--- config.mk ---
export PLATFORM = sky130hd
export DESIGN_NAME = gray_updown_counter
export DESIGN_NICKNAME = d
export VERILOG_FILES = /design/src/rtl/gray_updown_counter.sv
export SDC_FILE = /design/constraint.sdc
export NUM_CORES = 1
export LEC_CHECK = 0
export ABC_AREA = 1
export BUFFER_PORTS_ARGS = -buffer_cell sky130_fd_sc_hd__buf_4
export CAP_MARGIN = 20
export CORE_AREA = 4 4 41 43
export CTS_CLUSTER_DIAMETER = 100
export DETAILED_ROUTE_END_ITERATION = 10
export DIE_AREA = 0 0 45 47
export PLACE_DENSITY_LB_ADDON = 0.08
export SKIP_CTS_REPAIR_TIMING = 1
export SLEW_MARGIN = 10
export SYNTH_ARGS = -nofsm -noshare
export SYNTH_HDL_FRONTEND = slang
export SYNTH_SLANG_ARGS = --single-unit
--- constraint.sdc ---
create_clock -name Clk -period 3.4 [get_ports Clk]
set_input_delay 0.51 -clock Clk [delete_from_list [all_inputs] [get_ports Clk]]
set_output_delay 0.51 -clock Clk [all_outputs]
set_load 0.03 [all_outputs]
--- src/rtl/gray_updown_counter.sv ---
// gray_updown_counter: up/down Gray counter with parallel load, wrap or saturate, and over/underflow pulses
module gray_updown_counter #(
  parameter int WIDTH = 3,
  parameter int SATURATE = 0
) (
  input  logic             Clk,
  input  logic             Reset,
  input  logic             En,
  input  logic             Up,
  input  logic             Load,
  input  logic [WIDTH-1:0] LoadVal,
  output logic [WIDTH-1:0] Output,
  output logic [WIDTH-1:0] Binary,
  output logic             Overflow,
  output logic             Underflow
);
  localparam logic [WIDTH-1:0] MAX = '1;
  logic [WIDTH-1:0] cnt_nxt;
  logic ovf_nxt, unf_nxt;
  // Gray is derived from cnt_nxt so Output and Binary update on the same edge
  always_comb begin
    ovf_nxt = !Load && En && Up && (Binary == MAX);
    unf_nxt = !Load && En && !Up && (Binary == '0);
    cnt_nxt = Load ? LoadVal :
              !En ? Binary :
              (SATURATE != 0 && (ovf_nxt || unf_nxt)) ? Binary :
              Up ? Binary + WIDTH'(1) : Binary - WIDTH'(1);
  end
  always_ff @(posedge Clk or negedge Reset)
    if (!Reset) begin
      Binary    <= '0;
      Output    <= '0;
      Overflow  <= 1'b0;
      Underflow <= 1'b0;
    end else begin
      Binary    <= cnt_nxt;
      Output    <= cnt_nxt ^ (cnt_nxt >> 1);
      Overflow  <= ovf_nxt;
      Underflow <= unf_nxt;
    end
endmodule

==> summary.md, run 1 <==
| Metric | Value |
|---|---|
| Leak Pwr | around 0.29 nW |
| Detail Route Antenna Nets | 0 |
| CP Class | in -> reg |
| Register area share after synthesis | ~46% |
| R2R Path End | Output[1] |
| Crit path cell chain | buf_4, inv_1, fa_1, nand2_1, nand3_1, o21ai_2, inv_1, nand3_1, nand2_1 |
| Top Family by Delay on Critical Path | adder cells |
| Final net count | 74 |
| Max_cap viols | 0 |
| Total negative slack | 0 ns |
| Largest net degree at the start of global routing | 8 |
| Outcome | finished clean |
| Via density | around 4.5 |
| Pwr Total | about 0.26 mW |
| CTS Buf Count | 3 |
| FF/Latch Area | around 180 um^2 |
| Setup ws final | between 1.5 and 2 ns |
| Final count of pins violating max slew | 0 |
| Crit. End Element | flop |
| CP Max Fanout | 3 |
| Initial antenna violation count | 0 |
| Vias | 352 |
| Cell variety after synth | 16 |
| GR peak layer | met2 |
| HP Class | in -> async |
| Worst EP arrival | 1.64 ns |
| Max incr delay on CP | approximately 0.46 ns |
| Design area | between 500 and 600 um^2 |
| Critical path's slowest cell | fa_1 |
| Slew @ Worst Pin | around 0.31 ns |
| Die H | 47 um |
| Cell taking the most area after synthesis | dfrtp_1 |
| M1 GR Usage | approximately 11% |
| Dpl ws | about 1.6 ns |
| Number of global-route vias before repair | about 330 |
| Setup violations, final | 0 |
| Gr ovfl total | 0 |
| Fin crit period | 1.51 ns |
| WP data required | 3.53 ns |
| CTS tree | done |
| Synth-to-layout area growth | 39.3% |
| Initial Utilization | between 20 and 30% |
| Die area | 2120 um^2 |
| WL per Instance | about 11 um |
| Slew HR | 79.1% |
| DR iter-0 viols | 5 |
| GRT Util Overall | a little under a tenth |
| Final WL | between 800 and 900 um |
| Yosys Warn Count | 0 |
| Cells after synthesis | 46 |
| Core ar. | ~1300 um^2 |
| R2R cell count | 7 |
| Die W | approximately 45 um |
| M2 GR Usage | around an eighth |
| Synth area leaders | dfrtp_1 46%, nand2_1 13%, nand3_1 9.2% |
| # DRC | 0 |
| Max Clk Rate | 663 MHz |
| I/O pin count | 16 |
| PwrDens | 496 nW/um^2 |
| Final Cycle Share | 44.4% |
| CTS sink cnt | 7 |
| RSZ-0062 raised after global routing | no |
| Clock transition at path regs | around 0.050 ns |
| Final Skew | 0.00118 ns |
| Fill count | 144 |
| Placement Rows | 13 |
| Top-area cell type share of the netlist area | 45.9% |
| H-tree depth | 1 |
| Ant. Diodes | 0 |
| Post-Synthesis Cell Area | between 300 and 400 um^2 |
| CTS Buffer Depth | 2 |
| Detailed-placement wirelength estimate | 697 um |
| Routability cong. | ~0.74 |
| Root buf cell | clkbuf_4 |
| Peak supply drop | 0.212 mV |
| Crit path launch type | primary input |
| Buf/Inv on CP | 3 |
| GRT met3 Usage | between 6 and 7% |
| R2r startpoint | Binary[0] |
| Synth Area per Inst | between 8 and 9 um^2 |
| Drt pass-1 iters | 2 |
| Multi-input logic area | ~170 um^2 |
| Syn Nets | 55 |
| First-pass GRT wire length | around 1.4 mm |
| Final core occ | about two fifths |
| DP Area | approximately 510 um^2 |
| PortBufs | 15 |
| R2R setup slack | roughly 1.9 ns |
| Synth Register Bits | 7 |
| Layout cells sized above 1 | a little over a third |
| Worst skew pair latency | 0.24 ns |
| Final Hold Viols | 0 |
## cell usage in the layout, fill, tap and decap left out
master / n
and2_4: 1
buf_4: 15
clkbuf_1: 1
clkbuf_4: 3
dfrtp_1: 7
fa_1: 1
inv_1: 6
inv_2: 1
nand2_1: 13
nand2_2: 1
nand3_1: 7
nand4_1: 2
nor3_1: 1
nor4_1: 1
o21ai_2: 1
or2_1: 1
or2_2: 1
xor2_1: 1
## worst register-to-register path, delay by kind of cell (launching register included)
family          cells  cell delay (ns)
flops               1             0.42
simple gates        4             0.32
fa+ha+maj           1             0.46
compound gates      1             0.10
buf+inv             1             0.09
## routing by layer
metal	vias up	part of all wire (%)
met1	162	46
met5	-	0
li1	180	-
met3	0	8.0
met4	0	0
met2	10	46
## Yosys cell counts (all sizes together)
cell and number:
fa 1, nand4 2, dfrtp 7, o21ai 1
and2 1, xor2 1, nor3 1, or2 2
inv 7, nor4 1, nand3 7, nand2 14
buf 1
## registers in the layout, indices dropped and copies added (netlist names)
signal and cells:
Overflow 1, Output 2, Binary 3, Underflow 1
## cell type report
cell class / instances / area share, %
Tap cell: 15 / 3.53
Inverter: 7 / 4.94
Sequential cell: 7 / 32.9
Multi-Input combinational cell: 31 / 32.5
Clock buffer: 4 / 4.94
Timing Repair Buffer: 15 / 21.2
## power breakdown
part,internal [mW],switching (mW)
registers,0.0938,0.00938
clock network,0.0446,0.0277
logic,0.0349,0.0532
## cell families (layout without fill, tap and decap cells)
kind of cell	count (synthesis)	after routing	share of synthesized area, %
DFF	7	7	45.9
AOI/OAI and AO/OA	1	1	2.30
adders and majority gates	1	1	5.25
xor gates and xnor gates	1	1	2.30
buffers and inverters	8	26	8.85
and+or+nand+nor	28	28	35.4
## through the flow
stage,hold slack (ns),cells
2_1_floorplan,0.214,46
3_3_place_gp,0.327,75
3_5_place_dp,0.327,75
4_1_cts,0.0576,79
5_1_grt,0.0449,79
6_report,0.0661,79
## worst max path at each step
stage,startpoint,to,slack [ns],depth (start not counted)
after global placement,Up,Output[1],1.64,9
after detailed placement,Up,Output[1],1.63,9
final,Up,Output[1],1.89,9
after floorplan,Up,Output[0],1.84,6
after CTS,Binary[0],Output[1],1.89,7
after global routing,Binary[0],Output[1],1.82,7
Note: power is estimated with default switching activity, not from simulation.
==> run 2, diff against run 1 <==
- ABC_AREA: 1 -> 0
- clock period: 3.4 -> 1.3 ns (I/O delays scaled with it)
==> summary.md, run 2 <==
| Metric | Value |
|---|---|
| Die H | 47 um (unchanged) |
| Initial antenna violation count | 0 (unchanged) |
| Crit path from | Binary[0] (was Up) |
| Final net count | 62 (was 74) |
| Worst skew pair latency | 0.24 ns (about the same) |
| Leak Pwr | 0.261 nW (was 0.290 nW) |
| Final count of pins violating max slew | 0 (unchanged) |
| Slew @ Worst Pin | 0.225 ns (was 0.310 ns) |
| Synth-to-layout area growth | 55.8% (was 39.3%) |
| Fin crit period | ~1.5 ns |
| Failing checks | negative setup slack |
| Root buf cell | clkbuf_4 (unchanged) |
| Final Hold Viols | 0 (unchanged) |
| Most used DFF post-synth | dfrtp_1 (unchanged) |
| Pwr Total | 0.745 mW (was 0.264 mW) |
| # DRC | 0 (unchanged) |
| Core ar. | 1300 um^2 (unchanged) |
| I/O pin count | 16 (unchanged) |
| Most frequent cells in the layout | 18 x buf_4, 5 x dfrtp_1, 4 x nor2_1, 3 x xnor2_1, 3 x clkbuf_4 (was 15 x buf_4, 13 x nand2_1, 7 x dfrtp_1, 7 x nand3_1, 6 x inv_1) |
| CTS sink cnt | 7 (unchanged) |
| Synth Area per Inst | 11.4 um^2 (was 8.30 um^2) |
| Detailed-placement wirelength estimate | 572 um (was 697 um) |
| Die area | 2120 um^2 (unchanged) |
| Gr ovfl total | 0 (unchanged) |
| Peak supply drop | 0.723 mV (was 0.212 mV) |
| Detail Route Antenna Nets | 0 (unchanged) |
| Synth area leaders | dfrtp_1 51%, xnor2_1 7.7%, fa_1 5.8% (was dfrtp_1 46%, nand2_1 13%, nand3_1 9.2%) |
| CP Max Fanout | 2 (was 3) |
| R2R setup slack | -0.22 ns (was 1.90 ns) |
| Placed cells | 62 (was 75) |
| Hold path depth | 3 |
| Top-area cell type share of the netlist area | 51.1% (was 45.9%) |
| R2R cell count | 5 (was 7) |
| Die W | 45 um (unchanged) |
| Slew HR | 85.0% (was 79.1%) |
| Syn Nets | 39 (was 55) |
| FFs w/ async S/R, synth | 100% (unchanged) |
| Synth Register Bits | 7 (unchanged) |
| Worst EP arrival | 1.68 ns (was 1.64 ns) |
| Register area share after synthesis | 51.1% (was 45.9%) |
| Largest net degree at the start of global routing | 9 (was 8) |
| Cells after synthesis | 30 (was 46) |
| DR iter-0 viols | 5 (unchanged) |
| Most frequent cell after synthesis | dfrtp_1 (was nand2_1) |
| Biggest regs | Binary (3), Output (2) (unchanged) |
| Drt pass-1 iters | 2 (unchanged) |
| Max incr delay on CP | 0.41 ns (was 0.46 ns) |
| Crit. End Element | flop (unchanged) |
| Post-Synthesis Cell Area | 343 um^2 (was 382 um^2) |
| Fin cells | 67 (was 79) |
| Initial Utilization | 26.3% (was 29.3%) |
| Via density | 4.30 (was 4.46) |
| Placement Rows | 13 (unchanged) |
| Number of global-route vias before repair | 281 (was 329) |
| Final Cycle Share | 117% |
| Cell variety after synth | 18 (was 16) |
| GRT Util Overall | 7.32% (was 9.41%) |
| Post-synth EDFFs | 0 (unchanged) |
| CP Class | reg -> reg (was in -> reg) |
| Vias | 288 (was 352) |
| First-pass GRT wire length | 1.08 mm (was 1.37 mm) |
| Worst hold endpoint | Binary[1] |
| Routability cong. | 0.769 (was 0.740) |
| WL per Instance | 10.0 um (was 10.9 um) |
| Critical path's slowest cell | dfrtp_2 (was fa_1) |
| Max Clk Rate | approximately 660 MHz |
| Outcome | complete, but fails checks (was finished clean) |
| Yosys Warn Count | 0 (unchanged) |
| Ant. Diodes | 0 (unchanged) |
| Crit path cell chain | fa_2, xor2_1, or3_1, nand3_2, xnor2_1 (was buf_4, inv_1, fa_1, nand2_1, nand3_1, o21ai_2, inv_1, nand3_1, nand2_1) |
| PwrDens | 1400 nW/um^2 (was 496 nW/um^2) |
| Setup violations, final | 4 (was 0) |
| CTS Buf Count | 3 (unchanged) |
| Most common cell after layout, fill and taps aside | buf_4 (unchanged) |
| Cell taking the most area after synthesis | dfrtp_1 (unchanged) |
| PortBufs | 15 (unchanged) |
| Crit path launch type | flop (was primary input) |
| Register with the highest flop count | Binary (unchanged) |
| H-tree depth | 1 (unchanged) |
| R2r startpoint | Binary[0] (unchanged) |
| RSZ-0062 raised after global routing | yes (was no) |
| Clock transition at path regs | 0.05 ns (about the same) |
| Most frequent cells after synthesis | 7 x dfrtp_1, 4 x nor2_1, 3 x xnor2_1, 2 x inv_1 (was 13 x nand2_1, 7 x dfrtp_1, 7 x nand3_1, 6 x inv_1, 2 x nand4_1) |
| Max_cap viols | 0 (unchanged) |
| CTS tree | done (unchanged) |
| Worst Hold Launch | LoadVal[1] |
| HP Class | in -> reg (was in -> async) |
| Layout cells sized above 1 | 51.9% (was 35.9%) |
| Max reg flops | 3 (unchanged) |
| Final Skew | 0.00144 ns (was 0.00118 ns) |
| Setup ws final | -0.220 ns (was 1.89 ns) |
| R2R Path End | Output[1] (unchanged) |
| Final WL | 670 um (was 859 um) |
| CTS Buffer Depth | 2 (unchanged) |
| WP data required | 1.47 ns (was 3.53 ns) |
-- run 2: worst max-delay path: cells and delay by family (launching register included) --
family	cells	cell delay (ns)
flip-flops	1	0.41
adder cells (fa/ha/maj)	1	0.36
XOR/XNOR	2	0.26
AND/OR/NAND/NOR	2	0.42
-- run 2: worst max-delay path by stage --
stage          slack, ns         to
2_1_floorplan      -0.29  Output[1]
3_3_place_gp       -0.22  Output[1]
3_5_place_dp       -0.22  Output[1]
4_1_cts            -0.23  Output[1]
5_1_grt            -0.30  Output[1]
6_report           -0.22  Output[1]
-- run 2: final cells by class --
type | count | area (um^2)
fill | 138 | 767
sequential | 7 | 178
inverter | 2 | 7.51
clock buffer | 4 | 26.3
multi-input combinational | 20 | 159
tap | 15 | 18.8
timing repair buffer | 19 | 145
-- run 2: report_power, final --
part	internal [mW]	switching, mW
sequential	0.255	0.0211
combinational	0.124	0.162
clock	0.116	0.0675
total	0.495	0.250
-- run 2: cells by family (layout without fill, tap and decap cells) --
kind of cell	Yosys count	in the layout	share of synthesized area (%)
adder cells (fa/ha/maj)	1	1	5.84
flip-flops	7	7	51.1
XOR/XNOR	4	4	10.2
AND/OR/NAND/NOR	11	11	20.4
buffers and inverters	3	25	4.38
AO/OA/AOI/OAI	3	3	5.11
multiplexers	1	1	2.92
-- run 2: stage by stage --
step | utilization, % | worst slack, ns | hold WS, ns | instance area, um^2 | setup TNS, ns
2_1_floorplan | - | -0.288 | -0.101 | 352 | -0.819
3_5_place_dp | 38.3 | -0.220 | 0.0101 | 498 | -0.631
3_3_place_gp | 38.3 | -0.222 | 0.00634 | 498 | -0.611
4_1_cts | 40.3 | -0.228 | -0.254 | 524 | -0.670
5_1_grt | 41.1 | -0.300 | 0.189 | 534 | -0.903
6_report | 41.1 | -0.220 | 0.198 | 534 | -0.614
-- run 2: per-layer routing --
layer  wire length [um]  GRT usage [%]  vias to the layer above
li1                   -              -                      145
met1                300           8.58                      127
met2                290           10.7                       14
met3                 66           4.21                        2
met4                 12           3.51                        0
met5                  0              0                        -
